[config.mk]
export PLATFORM = sky130hd
export DESIGN_NAME = data_mem_ctrl_flat
export DESIGN_NICKNAME = d
export VERILOG_FILES = /design/src/rtl/proc_pkg.sv /design/src/rtl/data_mem_ctrl_if.sv /design/src/rtl/data_mem_ctrl_dmem_array.sv /design/src/rtl/data_mem_ctrl.sv /design/src/flat_wrapper.sv
export SDC_FILE = /design/constraint.sdc
export NUM_CORES = 2
export LEC_CHECK = 0
export CAP_MARGIN = 30
export CORE_MARGIN = 3
export CORE_UTILIZATION = 47
export DETAILED_ROUTE_END_ITERATION = 8
export SLEW_MARGIN = 20
export SYNTH_ARGS = -nofsm -noshare
export SYNTH_HDL_FRONTEND = slang
export SYNTH_SLANG_ARGS = --single-unit
[constraint.sdc]
create_clock -name clk -period 5 [get_ports clk]
set_input_delay 1 -clock clk [delete_from_list [all_inputs] [get_ports clk]]
set_output_delay 1 -clock clk [all_outputs]
set_load 0.005 [all_outputs]
[src/rtl/proc_pkg.sv]
// Shared processor types and widths used by the MAR and data-memory stage.
package proc_pkg;

    localparam int unsigned ADDR_W = 24;
    localparam int unsigned DATA_W = 8;

    typedef enum logic [1:0] {
        IDLE   = 2'd0,
        ACCESS = 2'd1,
        DONE   = 2'd2
    } state_t;

    // Request payload captured when an access is accepted
    typedef struct packed {
        logic [ADDR_W-1:0] addr;
        logic              we;
        logic [DATA_W-1:0] wdata;
    } mem_req_t;

endpackage

[src/rtl/data_mem_ctrl_if.sv]
// Control-unit <-> data-memory handshake bundle.
interface data_mem_ctrl_if;
    import proc_pkg::*;

    logic [ADDR_W-1:0] addr_in;
    logic              req;
    logic              we;
    logic [DATA_W-1:0] wdata;
    logic [DATA_W-1:0] rdata;
    logic              busy;
    logic              done;
    logic              err;

    modport master (
        output addr_in, req, we, wdata,
        input  rdata, busy, done, err
    );

    modport slave (
        input  addr_in, req, we, wdata,
        output rdata, busy, done, err
    );
endinterface

[src/rtl/data_mem_ctrl_dmem_array.sv]
// Single-port word array: synchronous write, read data valid in the enabled cycle.
module dmem_array
    import proc_pkg::*;
#(
    parameter int unsigned DEPTH = 256,
    parameter int unsigned IDX_W = $clog2(DEPTH)
) (
    input  logic              clk,
    input  logic              en,
    input  logic              we,
    input  logic [IDX_W-1:0]  addr,
    input  logic [DATA_W-1:0] wdata,
    output logic [DATA_W-1:0] rdata
);

    logic [DATA_W-1:0] mem [DEPTH];

    // Write port; contents are intentionally not reset
    always_ff @(posedge clk) begin
        if (en && we) begin
            mem[addr] <= wdata;
        end
    end

    // Read data is captured by the controller's MDR register on the commit edge
    assign rdata = en ? mem[addr] : '0;

endmodule

[src/rtl/data_mem_ctrl.sv]
// Data-memory stage: one multi-cycle read/write per request with req/busy/done handshake.
module data_mem_ctrl
    import proc_pkg::*;
#(
    parameter int unsigned DEPTH       = 256,
    parameter int unsigned WAIT_CYCLES = 2
) (
    input  logic            clk,
    input  logic            rst_n,
    data_mem_ctrl_if.slave  bus
);

    localparam int unsigned IDX_W = $clog2(DEPTH);
    localparam int unsigned CNT_W = $clog2(WAIT_CYCLES + 2);

    state_t            state;
    state_t            state_nxt;
    logic [CNT_W-1:0]  cnt_q;
    logic [CNT_W-1:0]  cnt_d;
    mem_req_t          req_q;
    mem_req_t          req_d;
    logic [DATA_W-1:0] rdata_q;
    logic [DATA_W-1:0] rdata_d;
    logic [DATA_W-1:0] mem_rdata;
    logic              busy_q;
    logic              busy_d;
    logic              done_q;
    logic              done_d;
    logic              err_q;
    logic              err_d;
    logic              in_range_c;
    logic              commit_c;
    logic              mem_we_c;

    assign in_range_c = (req_q.addr < ADDR_W'(DEPTH));
    assign commit_c   = (state == ACCESS) && (cnt_q == '0);

    // State register
    always_ff @(posedge clk) begin
        if (!rst_n) begin
            state <= IDLE;
        end else begin
            state <= state_nxt;
        end
    end

    // Next-state logic
    always_comb begin
        state_nxt = state;
        case (state)
            IDLE:    if (bus.req) state_nxt = ACCESS;
            ACCESS:  if (cnt_q == '0) state_nxt = DONE;
            DONE:    state_nxt = IDLE;
            default: state_nxt = IDLE;
        endcase
    end

    // Next values for counter, latched request and output registers
    always_comb begin
        cnt_d    = cnt_q;
        req_d    = req_q;
        rdata_d  = rdata_q;
        busy_d   = busy_q;
        done_d   = 1'b0;
        err_d    = 1'b0;
        mem_we_c = 1'b0;
        case (state)
            IDLE: begin
                if (bus.req) begin
                    req_d.addr  = bus.addr_in;
                    req_d.we    = bus.we;
                    req_d.wdata = bus.wdata;
                    cnt_d       = CNT_W'(WAIT_CYCLES);
                    busy_d      = 1'b1;
                end
            end
            ACCESS: begin
                if (cnt_q != '0) begin
                    cnt_d = cnt_q - CNT_W'(1);
                end else begin
                    done_d = 1'b1;
                    err_d  = !in_range_c;
                    if (in_range_c) begin
                        if (req_q.we) mem_we_c = 1'b1;
                        else          rdata_d  = mem_rdata;
                    end
                end
            end
            DONE:    busy_d = 1'b0;
            default: ;
        endcase
    end

    // Datapath and output registers
    always_ff @(posedge clk) begin
        if (!rst_n) begin
            cnt_q   <= '0;
            req_q   <= '0;
            rdata_q <= '0;
            busy_q  <= 1'b0;
            done_q  <= 1'b0;
            err_q   <= 1'b0;
        end else begin
            cnt_q   <= cnt_d;
            req_q   <= req_d;
            rdata_q <= rdata_d;
            busy_q  <= busy_d;
            done_q  <= done_d;
            err_q   <= err_d;
        end
    end

    // Write enable is gated by reset so an aborted write never lands
    dmem_array #(
        .DEPTH (DEPTH),
        .IDX_W (IDX_W)
    ) u_array (
        .clk   (clk),
        .en    (commit_c && in_range_c),
        .we    (mem_we_c && rst_n),
        .addr  (req_q.addr[IDX_W-1:0]),
        .wdata (req_q.wdata),
        .rdata (mem_rdata)
    );

    assign bus.rdata = rdata_q;
    assign bus.busy  = busy_q;
    assign bus.done  = done_q;
    assign bus.err   = err_q;

endmodule

[src/flat_wrapper.sv]
// flat-port wrapper written by rule: the top's interface ports become plain ports
module data_mem_ctrl_flat import proc_pkg::*;
#(
    parameter int unsigned DEPTH       = 256,
    parameter int unsigned WAIT_CYCLES = 2
)
  (clk, rst_n, bus_addr_in, bus_req, bus_we, bus_wdata, bus_rdata, bus_busy, bus_done, bus_err);
  data_mem_ctrl_if bus_i ();
  input  logic clk;
  input  logic rst_n;
  input wire logic [$bits(bus_i.addr_in)-1:0] bus_addr_in;
  input wire logic [$bits(bus_i.req)-1:0] bus_req;
  input wire logic [$bits(bus_i.we)-1:0] bus_we;
  input wire logic [$bits(bus_i.wdata)-1:0] bus_wdata;
  output wire logic [$bits(bus_i.rdata)-1:0] bus_rdata;
  output wire logic [$bits(bus_i.busy)-1:0] bus_busy;
  output wire logic [$bits(bus_i.done)-1:0] bus_done;
  output wire logic [$bits(bus_i.err)-1:0] bus_err;
  assign bus_i.addr_in = bus_addr_in;
  assign bus_i.req = bus_req;
  assign bus_i.we = bus_we;
  assign bus_i.wdata = bus_wdata;
  assign bus_rdata = bus_i.rdata;
  assign bus_busy = bus_i.busy;
  assign bus_done = bus_i.done;
  assign bus_err = bus_i.err;
  data_mem_ctrl #(.DEPTH(DEPTH), .WAIT_CYCLES(WAIT_CYCLES)) u_core (.clk(clk), .rst_n(rst_n), .bus(bus_i));
endmodule
==> results_dict.tcl <==
set metrics [dict create \
    highest_layer "met5" \
    overflow 0 \
    report.final.slew_viol_count 0 \
    synth_top_area_share_pct 75.3 \
    critPathLaunchType "flop" \
    post_cts_buffers 0 \
    yosysWarnings 0 \
    timing.fmax_mhz 246 \
    grt_use_total_pct 24.2 \
    grt_pass1_wl_um 311000 \
    dp_slack_ns 0.217 \
    critPathArrivalTime_ns 4.51 \
    clock_latency_ns 0.84 \
    htreeDepth 4 \
    grt_pass1_vias 41200 \
    final_common_cell "edfxtp_1" \
    die_x_um 423 \
    ctsLongestPathBuffers 3 \
    crit_slowest_cell "nor3_1" \
    status "finished clean" \
    root_buffer "clkbuf_16" \
    critical_path_class "reg -> reg" \
    avgSynthCellArea_um2 20.0 \
    slew_headroom_pct 26.8 \
    holdWs_ns 0.450 \
    n_fill_cell 13100 \
    finalWirelength_um 217000 \
    start_util_pct 47.4 \
    cp.required_ns 5.45 \
    post-route-min-period_ns 4.06 \
    seq_area_um2 62500 \
    final_layout_size_suffix_gt1_share_pct 22.3 \
    grt_max_degree 173 \
    syn_area_um2 81600 \
    synth_fp_nets 4113 \
    drc 0 \
    finalNetCount 4384 \
    tightestPinTransition_ns 1.10 \
    cts_sinks 2096 \
    netlist_instances 4076 \
    placed_cells 6449 \
    first_pass_iters 6 \
    row_count 152 \
    area_growth_pct 13.5 \
    antenna_left 0 \
    period_share_pct 81.2 \
    antenna_found_initial 4 \
    ys_ff_latch 2096 \
    core_um2 172000 \
    path_buf_inv 0 \
    vias 41800 \
    first_iter_violations 5856 \
    drv_cap 0 \
    p_leak_nw 28.2 \
    finalSetupTns_ns 0 \
    pin_count 47 \
    dr_wl_met3_um 18100 \
    drt-met1-wl_um 92300 \
    fin_ws_ns 0.938 \
    rsz0062_at_grt "false" \
    cts_resized 0 \
    hold_buffers 0 \
    wl_met2_um 99600 \
    synth_async_sr_flop_share_pct 0 \
    cpLargestDelayFamily "simple AND/OR/NAND/NOR gates" \
    synth_area_leaders "edfxtp_1 75%, mux4_2 11%, mux2i_1 3.1%" \
    die_area_um2 179000 \
    viasPerCell 6.11 \
    setup_viol 0 \
    synth_seq_area_share_pct 76.5 \
    power.density_nw_per_um2 403 \
    regToRegSetupSlack_ns 0.94 \
    die_h_um 423 \
    hpwl_um 134000 \
    clkSlewWorstSetupHoldPaths_ns 0.06 \
    ir_worst_vdd_uv 300 \
    hp-class "reg -> reg" \
    routedWlPerCell_um 31.7 \
    mostFrequentLayoutCells "2048 x edfxtp_1, 403 x mux4_2, 308 x nor2_1" \
    crit_fanout 16 \
    crit_path_cell_trace "nor4_1 > and4_1 > nand3_1 > nor3_1 > nand2_1 > nor2_1" \
    numCtsBuffers 206 \
    synth_ff_type "edfxtp_1" \
    antenna_cells 0 \
    place_congestion 0.864 \
    finClkSkew_ns 0.0466 \
    hold_violations 0 \
    io_buffers 46 \
    end_kind "flop" \
    max_stage_delay_ns 0.78 \
    stdcell_count 6837 \
    cts_tree "built" \
    synth_edf_count 2048 \
    multi_input_area_um2 17600 \
    yosys.area.top_type "edfxtp_1" \
    yosysUniqueCellTypes 71 \
]
-- metrics by stage --
stage | power, mW | utilization, % | cell area (um^2)
floorplan | 21.2 | - | 81600
global placement | 22.0 | 49.8 | 85700
detailed placement | 22.0 | 49.8 | 85800
CTS | 37.6 | 53.8 | 92700
global route | 38.4 | 53.8 | 92700
finish | 37.4 | 53.8 | 92700
-- metal layers --
layer	up-vias	global-route usage (%)
met4	2	7.17
li1	17300	-
met3	328	4.56
met1	22000	36.1
met5	-	0
met2	2075	36.6
-- cell families after synthesis --
logic type,synth area share [%]
mux,14.4
flops,76.5
fa+ha+maj,0.0153
buf+inv,2.02
simple gates,3.45
compound gates,3.66
-- final timing paths --
path / from / endpoint / cells past startpoint
max: u_core.req_q[32]$_SDFFE_PN0P_ / u_core.u_array.mem[51][1]$_DFFE_PP_ / 6
min: u_core.bus.busy$_SDFFE_PN0P_ / u_core.bus.busy$_SDFFE_PN0P_ / 2
max reg2reg: u_core.req_q[32]$_SDFFE_PN0P_ / u_core.u_array.mem[51][1]$_DFFE_PP_ / 6
min reg2reg: u_core.bus.busy$_SDFFE_PN0P_ / u_core.bus.busy$_SDFFE_PN0P_ / 2
-- state kept, by name, indices dropped and copies added, names as in the netlist --
signal and cells:
u_core.state 2, u_core.bus.busy 1, u_core.cnt_q 2, u_core.req_q 33, u_core.bus.done 1, u_core.bus.rdata 8, u_core.u_array.mem 2048, u_core.bus.err 1
-- area by class of cell --
class                      count  area share (%)
clock buffer                 252            5.89
clock inverter               136            1.55
inverter                       9          0.0365
multi-input combinational   1725            19.0
sequential                  2096            67.5
tap                         2310            3.12
timing repair buffer         309            2.98
-- Yosys cell counts (48+ instances only) --
master and number:
edfxtp_1 2048, mux4_2 403, nor2_1 309, mux2i_1 250
nand2_1 162, o22ai_1 93, clkbuf_1 85, a22oi_1 84
buf_2 64, buf_6 55, nand3_1 51, dfxtp_1 48
-- worst min-delay path, delay by kind of cell, from the launching register on --
| kind | cells | cell delay, ns |
|---|---|---|
| buffers and inverters | 1 | 0.05 |
| AOI/OAI and AO/OA | 1 | 0.05 |
| DFF | 1 | 0.31 |
-- report_power, final --
group          internal, mW  leakage (nW)  switching, mW  total, mW
combinational         0.746          6.08           1.41       2.15
sequential             19.4          18.8          0.140       19.5
clock                  9.12          3.36           6.61       15.7
total                  29.2          28.2           8.16       37.4
No activity file was read; power rests on OpenSTA's default activity.
